## src/rtl/mvm_pkg.sv

```systemverilog
// Shared types and helpers for the streaming matrix-vector multiplier.
package mvm_pkg;

   typedef enum logic [2:0] {
      IDLE,
      LOAD_M,
      LOAD_V,
      COMPUTE,
      DRAIN
   } state_t;

   // Default accumulator width: a full B x B product plus log2(K) growth bits.
   function automatic int unsigned default_accw(input int unsigned b, input int unsigned k);
      return 2 * b + $clog2(k);
   endfunction

   // Post-process a row result: optional ReLU, then optional clamp to a signed
   // outw-bit range. Without saturation the caller keeps the low outw bits.
   function automatic logic signed [63:0] sat_narrow(input logic signed [63:0] value,
                                                      input int unsigned        outw,
                                                      input logic               sat,
                                                      input logic               relu);
      logic signed [63:0] v;
      logic signed [63:0] hi;
      logic signed [63:0] lo;
      v  = value;
      hi = (64'sd1 <<< (outw - 1)) - 64'sd1;
      lo = -hi - 64'sd1;
      if (relu && (v < 0)) begin
         v = '0;
      end
      if (sat) begin
         if (v > hi) begin
            v = hi;
         end else if (v < lo) begin
            v = lo;
         end
      end
      return v;
   endfunction

endpackage

```

## src/rtl/mvm_stream_param_mac.sv

```systemverilog
// P signed multipliers feeding one adder tree, result registered (pipeline stage 1).
module mvm_mac_lane_tree
   import mvm_pkg::*;
#(
   parameter int unsigned P    = 1,
   parameter int unsigned B    = 8,
   parameter int unsigned ACCW = 19
)(
   input  logic                   clk,
   input  logic                   reset,
   input  logic                   en,
   input  logic [P*B-1:0]         a,
   input  logic [P*B-1:0]         x,
   output logic signed [ACCW-1:0] sum
);

   logic signed [ACCW-1:0] tree;

   // Sum of the P lane products, each sign-extended to the accumulator width.
   always_comb begin
      tree = '0;
      for (int unsigned j = 0; j < P; j++) begin
         tree = tree + ACCW'($signed(a[j*B +: B]) * $signed(x[j*B +: B]));
      end
   end

   // Register the tree output whenever a column group is issued.
   always_ff @(posedge clk or negedge reset) begin
      if (!reset) begin
         sum <= '0;
      end else if (en) begin
         sum <= tree;
      end
   end

endmodule

```

## src/rtl/mvm_stream_param.sv

```systemverilog
// Streaming KxK signed matrix-vector multiplier with P MAC lanes, persistent
// matrix/vector storage, post-processing and a valid/ready result stream.
module mvm_stream_param
   import mvm_pkg::*;
#(
   parameter int unsigned K    = 8,
   parameter int unsigned B    = 8,
   parameter int unsigned P    = 1,
   parameter int unsigned ACCW = default_accw(B, K),
   parameter int unsigned OUTW = ACCW,
   parameter int unsigned SAT  = 1,
   parameter int unsigned RELU = 0
)(
   input  logic                   clk,
   input  logic                   reset,
   input  logic                   load_matrix,
   input  logic                   load_vector,
   input  logic                   in_valid,
   input  logic signed [B-1:0]    data_in,
   input  logic                   start,
   output logic                   busy,
   output logic                   err,
   output logic                   out_valid,
   input  logic                   out_ready,
   output logic signed [OUTW-1:0] data_out,
   output logic                   done
);

   localparam int unsigned NW  = K * K;
   localparam int unsigned NG  = NW / P;
   localparam int unsigned MIW = $clog2(NW);
   localparam int unsigned VIW = $clog2(K);
   localparam int unsigned CW  = $clog2(NG + 2) + 1;

   state_t                 state;
   state_t                 state_n;
   logic                   err_n;
   logic                   go_m;
   logic                   go_v;
   logic                   go_run;
   logic                   cmd;
   logic                   issue;
   logic                   last_m;
   logic                   last_v;
   logic                   last_grp;
   logic                   last_y;
   logic [MIW-1:0]         laddr;
   logic [MIW-1:0]         mptr;
   logic [VIW-1:0]         vptr;
   logic [VIW-1:0]         row;
   logic [VIW-1:0]         idx;
   logic [VIW-1:0]         s1_row;
   logic [CW-1:0]          cnt;
   logic                   m_loaded;
   logic                   v_loaded;
   logic                   s1_valid;
   logic                   s1_first;
   logic                   s1_last;
   logic signed [ACCW-1:0] lane_sum;
   logic signed [ACCW-1:0] acc;
   logic signed [ACCW-1:0] acc_next;
   logic signed [OUTW-1:0] y_val;
   logic [P*B-1:0]         a_flat;
   logic [P*B-1:0]         x_flat;

   logic signed [B-1:0]    mat [NW];
   logic signed [B-1:0]    vec [K];
   logic signed [OUTW-1:0] yb  [K];

   assign cmd      = load_matrix | load_vector | start;
   assign last_m   = (laddr == MIW'(NW - 1));
   assign last_v   = (laddr == MIW'(K - 1));
   assign last_grp = (vptr == VIW'(K - P));
   assign last_y   = (idx == VIW'(K - 1));
   assign issue    = (state == COMPUTE) && (cnt < CW'(NG));

   // State register.
   always_ff @(posedge clk or negedge reset) begin
      if (!reset) begin
         state <= IDLE;
      end else begin
         state <= state_n;
      end
   end

   // Next state, command acceptance and rejected-command detection.
   always_comb begin
      state_n = state;
      err_n   = 1'b0;
      go_m    = 1'b0;
      go_v    = 1'b0;
      go_run  = 1'b0;
      case (state)
         IDLE: begin
            if (load_matrix) begin
               go_m    = 1'b1;
               state_n = LOAD_M;
               err_n   = load_vector | start;
            end else if (load_vector) begin
               go_v    = 1'b1;
               state_n = LOAD_V;
               err_n   = start;
            end else if (start) begin
               if (m_loaded && v_loaded) begin
                  go_run  = 1'b1;
                  state_n = COMPUTE;
               end else begin
                  err_n = 1'b1;
               end
            end
         end
         LOAD_M: begin
            err_n = cmd;
            if (in_valid && last_m) begin
               state_n = IDLE;
            end
         end
         LOAD_V: begin
            err_n = cmd;
            if (in_valid && last_v) begin
               state_n = IDLE;
            end
         end
         COMPUTE: begin
            err_n = cmd;
            // Issue cycles plus the two pipeline stages must have drained.
            if (cnt == CW'(NG + 1)) begin
               state_n = DRAIN;
            end
         end
         DRAIN: begin
            err_n = cmd;
            if (out_ready && last_y) begin
               state_n = IDLE;
            end
         end
         default: state_n = IDLE;
      endcase
   end

   // Error pulse register.
   always_ff @(posedge clk or negedge reset) begin
      if (!reset) begin
         err <= 1'b0;
      end else begin
         err <= err_n;
      end
   end

   // Operand selection for the current column group.
   always_comb begin
      a_flat = '0;
      x_flat = '0;
      for (int unsigned j = 0; j < P; j++) begin
         a_flat[j*B +: B] = mat[mptr + MIW'(j)];
         x_flat[j*B +: B] = vec[vptr + VIW'(j)];
      end
   end

   mvm_mac_lane_tree #(
      .P    (P),
      .B    (B),
      .ACCW (ACCW)
   ) u_tree (
      .clk   (clk),
      .reset (reset),
      .en    (issue),
      .a     (a_flat),
      .x     (x_flat),
      .sum   (lane_sum)
   );

   // Stage 2 accumulation value and the post-processed row result.
   always_comb begin
      acc_next = s1_first ? lane_sum : (acc + lane_sum);
      y_val    = OUTW'(sat_narrow(64'(acc_next), OUTW, (SAT != 0), (RELU != 0)));
   end

   // Counters, load flags, issue pointers and pipeline sideband.
   always_ff @(posedge clk or negedge reset) begin
      if (!reset) begin
         laddr    <= '0;
         mptr     <= '0;
         vptr     <= '0;
         row      <= '0;
         idx      <= '0;
         cnt      <= '0;
         m_loaded <= 1'b0;
         v_loaded <= 1'b0;
         s1_valid <= 1'b0;
         s1_first <= 1'b0;
         s1_last  <= 1'b0;
         s1_row   <= '0;
         acc      <= '0;
      end else begin
         if (go_m) begin
            laddr    <= '0;
            m_loaded <= 1'b0;
         end
         if (go_v) begin
            laddr    <= '0;
            v_loaded <= 1'b0;
         end
         if ((state == LOAD_M) && in_valid) begin
            laddr <= laddr + 1'b1;
            if (last_m) begin
               m_loaded <= 1'b1;
            end
         end
         if ((state == LOAD_V) && in_valid) begin
            laddr <= laddr + 1'b1;
            if (last_v) begin
               v_loaded <= 1'b1;
            end
         end
         if (go_run) begin
            cnt  <= '0;
            mptr <= '0;
            vptr <= '0;
            row  <= '0;
            idx  <= '0;
         end
         if (state == COMPUTE) begin
            cnt <= cnt + 1'b1;
         end
         if (issue) begin
            mptr <= mptr + MIW'(P);
            if (last_grp) begin
               vptr <= '0;
               row  <= row + 1'b1;
            end else begin
               vptr <= vptr + VIW'(P);
            end
         end
         s1_valid <= issue;
         s1_first <= (vptr == '0);
         s1_last  <= last_grp;
         s1_row   <= row;
         if (s1_valid) begin
            acc <= acc_next;
         end
         if ((state == DRAIN) && out_ready) begin
            idx <= idx + 1'b1;
         end
      end
   end

   // Matrix, vector and result storage; contents persist across runs.
   always_ff @(posedge clk) begin
      if ((state == LOAD_M) && in_valid) begin
         mat[laddr] <= data_in;
      end
      if ((state == LOAD_V) && in_valid) begin
         vec[laddr[VIW-1:0]] <= data_in;
      end
      if (s1_valid && s1_last) begin
         yb[s1_row] <= y_val;
      end
   end

   // Status and result stream outputs, all decoded from the state register.
   always_comb begin
      busy      = (state != IDLE);
      out_valid = (state == DRAIN);
      data_out  = out_valid ? yb[idx] : '0;
      done      = out_valid && out_ready && last_y;
   end

endmodule

```

## config.mk

```make
export PLATFORM = sky130hd
export DESIGN_NAME = mvm_stream_param
export DESIGN_NICKNAME = d
export VERILOG_FILES = /design/src/rtl/mvm_pkg.sv /design/src/rtl/mvm_stream_param_mac.sv /design/src/rtl/mvm_stream_param.sv
export SDC_FILE = /design/constraint.sdc
export NUM_CORES = 1
export LEC_CHECK = 0
export ABC_AREA = 0
export CORE_MARGIN = 10
export CORE_UTILIZATION = 45
export CTS_CLUSTER_SIZE = 28
export DETAILED_ROUTE_END_ITERATION = 8
export PLACE_DENSITY_LB_ADDON = 0.08
export SLEW_MARGIN = 20
export SYNTH_ARGS = -nofsm -noshare
export SYNTH_HDL_FRONTEND = slang
export SYNTH_SLANG_ARGS = --single-unit
```

## constraint.sdc

```tcl
create_clock -name clk -period 5.68 [get_ports clk]
set_input_delay 1.704 -clock clk [delete_from_list [all_inputs] [get_ports clk]]
set_output_delay 1.704 -clock clk [all_outputs]
set_load 0.01 [all_outputs]
```

======== Yosys cells after proc, flatten, opt, wreduce, memory -nomap -nowiden ========
Memories as Yosys holds them, arrays and structs flattened.
Cells that the tools add are included.
W data, S select, Z words.
operators by class
  $add $sub $neg .......................... 7
  reductions and logical operators ........ 19
  magnitude comparators ................... 3
  equal/unequal tests ..................... 15
  muxes and demuxes ....................... 55
  bitwise logic cells ..................... 3
  multiply operators ...................... 1
operators by type and width
  operator                count
  $mux W19                4
  $mux W3                 15
  $mux W6                 6
  $mux W1                 26
  $add A19 B19 Y19        1
  $gt A19 B19 Y1 const B  1
  $lt A19 B19 Y1 const B  1
  $mul A8 B8 Y16          1
  $mux W8                 2
  $pmux W3 S5             1
  $add A6 B1 Y6 const B   2
  $logic_and A1 B1 Y1     10
  $add A3 B1 Y3 const B   3
  $eq A3 B3 Y1 const B    3
  $add A8 B1 Y8 const B   1
  $eq A8 B7 Y1 const B    1
  $lt A8 B7 Y1 const B    1
  $ne A4 B4 Y1 const B    2
  $eq A3 B2 Y1 const B    2
  $eq A6 B3 Y1 const B    1
  $eq A6 B6 Y1 const B    1
  $logic_not A3 Y1        2
  $reduce_and A6 Y1       1
  $reduce_bool A2 Y1      3
  8 further kinds         12
storage, ports and cells
  register bits ........................... 79
  memories ................................ 3
  output and inout port bits .............. 23
  memory bits (writable) .................. 728
memories
  memory  depth  width  rd ports  clocked after Yosys merged registers in  write ports  line                    RTL
  mat     64     8      1         0                                        1            mvm_stream_param.sv:66  logic signed [B-1:0] mat [NW];
  yb      8      19     1         0                                        1            mvm_stream_param.sv:68  logic signed [OUTW-1:0] yb [K];
  vec     8      8      1         0                                        1            mvm_stream_param.sv:67  logic signed [B-1:0] vec [K];

======== Depth between registers and ports, before layout ========
Gate-level depths: netlist of the first run.
  word-level depth ........................ 9
  depth in mapped cells ................... 27

======== Modules after synthesis ========
From an unflattened synthesis of the first run, not the netlist that was laid out.
unflattened totals
  cells, all modules ...................... 1,955
  area, all modules ....................... 35,043.6 um2
modules (own cells, without submodules)
  module             instances  seq. area each (um2)  cells each  area an instance (um2)
  mvm_stream_param   1          23,362.4              1,618       31,846.8
  mvm_mac_lane_tree  1          400.4                 337         3,196.8

======== Worst setup path after synthesis of the first run ========
No wires, ideal clock.
  path kind ............................... register to register
  start point ............................. register mptr[0]
  end point ............................... register u_tree.sum[17]
  data arrival time ....................... 5.762 ns
  buffers on the path ..................... 3
  clock period less this slack ............ 5.898 ns
  cell stages (with the launch flop) ...... 25
  slack ................................... -0.218 ns
  required time ........................... 5.544 ns
  cells stage by stage .................... dfrtp_1 buf_2 buf_6 buf_2 mux4_2 mux4_2 mux2i_1 nor2_1 a21oi_2 nor2_1 fa_1 inv_1 fa_1 inv_1 fa_1 inv_1 fa_1 inv_1 ha_1 inv_1 o21ai_0 a31oi_1 o311ai_0 xnor2_1 o21ai_0
on the way
  cells in the longest elaborated chain, start to end .. 2
RTL lines
  what                    line                        RTL
  from (decl)             mvm_stream_param.sv:48      logic [MIW-1:0] mptr;
  from (signal assigned)  mvm_stream_param.sv:227     mptr <= mptr + MIW'(P);
  $mem_v2 Z64 W8          --
  $mul A8 B8 Y16          mvm_stream_param_mac.sv:23  tree = tree + ACCW'($signed(a[j*B +: B]) * $signed(x[j*B +: B]));
  to (signal assigned)    mvm_stream_param_mac.sv:32  sum <= tree;
  to (decl)               mvm_stream_param_mac.sv:14  output logic signed [ACCW-1:0] sum
No other way between the ends.
A chain may end at the register's enable or synchronous reset.

======== Worst setup path after layout of the first run ========
  start point ............................. register mptr[0]
  end point ............................... register u_tree.sum[14]
Same word-level chain as after synthesis.

==> flow_metrics.py, run 1 <==
metrics = {
    "status": {
        "status": "complete, but fails checks",
        "violations": "negative setup slack",
    },
    "final_layout": {
        "fin_nets": 2305,
        "area_delta_synth_final_pct": 19.3,
        "num-fill-cells": 6003,
        "layout-drive-gt1-share": 0.285,
        "antenna_cells": 0,
        "final_cells": 3282,
        "final_cell_area_um2": 41500,
    },
    "setup_path": {
        "cp_data_arrival_time_ns": 6.61,
        "path_buf_inv": 9,
        "crit_path_end_kind": "register",
        "critPathKind": "register to register",
        "timing.rr.end": "u_tree.sum[14]",
        "critPathLaunch": "mptr[0]",
        "rrSetupSlack_ns": -0.42,
        "cpLargestDelayFamily": "adder cells",
        "slowest_stage": "mux4_2",
        "ff2ff_path_depth": 26,
        "start_kind": "register",
        "cp.depth": 26,
        "endpoint": "u_tree.sum[14]",
        "r2r-start": "mptr[0]",
        "cp_max_fo": 6,
        "slowest_delay_ns": 0.55,
        "worstPathRequired_ns": 6.19,
    },
    "clock_tree": {
        "cts_made_buffers": 87,
        "root_buffer": "clkbuf_16",
        "tritoncts": "built",
        "cts_hold_buf": 0,
        "clk_latency_ns": 0.65,
        "clock_sinks": 804,
        "cts_max_path_buffers": 3,
        "htree_levels": 3,
        "cts.reportedPaths.clkPinSlew_ns": 0.06,
    },
    "floorplanning": {
        "die_y_um": 298,
        "die_width_um": 298,
        "core_area_um2": 76200,
        "ios": 38,
        "start_util": 0.456,
        "dieArea_um2": 88800,
        "rows": 101,
    },
    "detailed_routing": {
        "detail-route-antenna-nets": 0,
        "drt-vias-per-instance": 5.57,
        "dr.pass1.iters": 5,
        "vias": 18300,
        "drc": 0,
        "wl_per_cell_um": 25.2,
        "drtIter0Drc": 1451,
        "wl_mm": 82.7,
    },
    "global_route": {
        "grt_pass1_wl_mm": 124,
        "grt_max_degree": 73,
        "grtUsageTotal": 0.185,
        "grt.overflow.total": 0,
        "antenna_found_initial": 1,
        "grt_pass1_vias": 19000,
    },
    "timing": {
        "setup_ws_ns": -0.417,
        "tightestPinTransition_ns": 1.12,
        "finalCriticalPeriod_ns": 6.10,
        "drv_slew": 0,
        "setup_violations": 9,
        "hold_viol": 0,
        "slew_headroom": 0.253,
        "holdWs_ns": 0.422,
        "clock_skew_ns": 0.0286,
        "period_share": 1.07,
        "fmax_ghz": 0.164,
        "rsz0062_at_grt": "yes",
    },
    "synthesis": {
        "ys_seq_elements": 804,
        "avgSynthCellArea_um2": 17.7,
        "syn_area_um2": 34800,
        "syn_inst": 1964,
        "ys_types": 59,
        "syn-num-nets": 2092,
        "synth_area_leaders": "edfxtp_1, mux4_2, dfrtp_1, fa_1, ha_1",
        "yosysTopAreaCellShare": 0.629,
        "ys.warnings.count": 0,
        "synth_edf_count": 728,
        "yosysTopAreaCell": "edfxtp_1",
        "seq_area_frac_synth": 0.684,
        "synth_ff_type": "edfxtp_1",
        "async_flop_share": 0.0945,
    },
    "placed_design": {
        "numPortBuffers": 37,
        "dp.cells": 3082,
        "placed_cell_area_um2": 37300,
        "gp_congestion": 0.842,
        "place_hpwl_mm": 52.8,
        "pre_cts_ws_ns": -0.495,
    },
    "job": {
        "drv_cap": 0,
    },
    "hold_path": {
        "hp-class": "register to register",
    },
}
cell usage in the layout (no fill, tap or decap), drive strengths merged, types with 2 or more instances in the layout:
| cell type | netlist | layout |
|---|---|---|
| a21o | 11 | 11 |
| mux2i | 44 | 44 |
| o21ai | 79 | 79 |
| o211ai | 3 | 3 |
| nor2 | 176 | 176 |
| or3 | 3 | 3 |
| nor2b | 9 | 9 |
| edfxtp | 728 | 728 |
| a21oi | 28 | 28 |
| o221ai | 3 | 3 |
| xnor2 | 23 | 23 |
| xor2 | 11 | 11 |
| bufinv | 0 | 14 |
| nor3 | 9 | 9 |
| a41oi | 2 | 2 |
| fa | 56 | 56 |
| dfrtp | 76 | 76 |
| clkdlybuf4s50 | 0 | 28 |
| nand2 | 104 | 104 |
| nand3 | 38 | 38 |
| mux2 | 21 | 21 |
| nand3b | 6 | 6 |
| o21bai | 6 | 6 |
| a211oi | 5 | 5 |
| and2 | 9 | 9 |
| buf | 33 | 184 |
| a31oi | 11 | 11 |
| inv | 92 | 95 |
| ha | 57 | 57 |
| clkbuf | 56 | 117 |
| nand4 | 3 | 3 |
| or2 | 12 | 12 |
| clkinvlp | 0 | 2 |
| mux4 | 210 | 210 |
| and3 | 6 | 6 |
| o31ai | 6 | 6 |
| nand2b | 12 | 12 |
| clkinv | 1 | 29 |
how the worst min path moves through the flow:
stage	slack, ns	depth (start not counted)	end	start
2_1_floorplan	0.38	0	s1_row[1]	row[1]
3_3_place_gp	0.40	0	s1_row[1]	row[1]
3_5_place_dp	0.41	0	s1_row[1]	row[1]
4_1_cts	0.42	0	s1_row[1]	row[1]
5_1_grt	0.44	0	s1_row[1]	row[1]
6_report	0.42	0	s1_row[1]	row[1]
repair_timing:
item	CTS	global route
pin swaps	29	25
gates resized for setup	78	48
buffers inserted	19	12
cloned	5	0
setup endpoints to repair	9	9
layout make-up:
class                           instances  area [um^2]  share of cell area
Clock buffer                          117         2430              0.0587
Sequential cell                       804        23800               0.573
Clock inverter                         47          639              0.0154
Inverter                               93          349             0.00842
Multi-Input combinational cell        978        10700               0.259
Tap cell                             1030         1290              0.0311
Timing Repair Buffer                  213         2250              0.0542
stage by stage:
step	TNS, ns	utilization
final	-2.72	0.544
after detailed placement	-3.10	0.490
after global routing	-4.37	0.544
after global placement	-2.89	0.490
after floorplan	-0.0125	-
after CTS	-1.90	0.540
synth_stat cells (all sizes together) (2+ instances only):
master	number
o21bai	6
or2	12
mux2	21
inv	92
a211oi	5
mux4	210
a21o	11
o211ai	3
mux2i	44
a31oi	11
fa	56
nand4	3
nor2b	9
nor3	9
clkbuf	56
ha	57
xnor2	23
o21ai	79
a21oi	28
nand3	38
and3	6
dfrtp	76
xor2	11
nand2	104
nand3b	6
and2	9
buf	33
o31ai	6
a41oi	2
edfxtp	728
nand2b	12
o221ai	3
or3	3
nor2	176
worst register-to-register path: stages (launching register included):
cell and delay [ns]:
dfrtp_4 0.49, buf_4 0.15, buf_12 0.13, buf_12 0.15, mux4_2 0.56, mux4_2 0.55
mux2_4 0.32, o21ai_4 0.20, buf_6 0.14, or2_4 0.11, inv_2 0.03, fa_2 0.55
inv_2 0.07, fa_1 0.48, inv_1 0.05, fa_1 0.47, inv_1 0.05, fa_1 0.47
inv_1 0.06, ha_4 0.16, nor2_2 0.15, nand2_1 0.09, o21ai_2 0.09, a31oi_4 0.05
a31oi_1 0.17, xor2_1 0.17, o21ai_1 0.07
per-layer routing:
layer / GRT usage / share of wire / vias up
met2: 0.285 / 0.47 / 488
met1: 0.267 / 0.45 / 9610
met3: 0.0401 / 0.061 / 138
met5: 0 / 0 / -
met4: 0.0475 / 0.023 / 0
li1: - / - / 8053
flip-flops by register name, summed over array words and instances, names as in the netlist, 3 cells and up:
signal	flops
acc	19
cnt	8
idx	3
laddr	6
mat	512
mptr	6
row	3
s1_row	3
state	3
u_tree.sum	16
vec	64
vptr	3
yb	152
cell families after synthesis:
logic type	Yosys count	synth area share
xor+xnor	34	0.00857
flops	804	0.684
mux	275	0.156
fa+ha+maj	113	0.0528
compound gates	164	0.0290
buf+inv	182	0.0212
simple gates	392	0.0492
Power of run 1 is left out: the tool's default activity adds up to more than one toggle a clock period on the data nets, which glitch-free logic cannot reach.
==> run 2, diff against run 1 <==
--- a/config.mk
+++ b/config.mk
@@ -5,7 +5,6 @@
 export SDC_FILE = /design/constraint.sdc
 export NUM_CORES = 1
 export LEC_CHECK = 0
-export ABC_AREA = 0
 export CORE_MARGIN = 10
 export CORE_UTILIZATION = 45
 export CTS_CLUSTER_SIZE = 28
==> results of run 2 <==
Final layout, timing and power as in run 1 (identical DEF).
Power of run 2 is left out for the same reason.
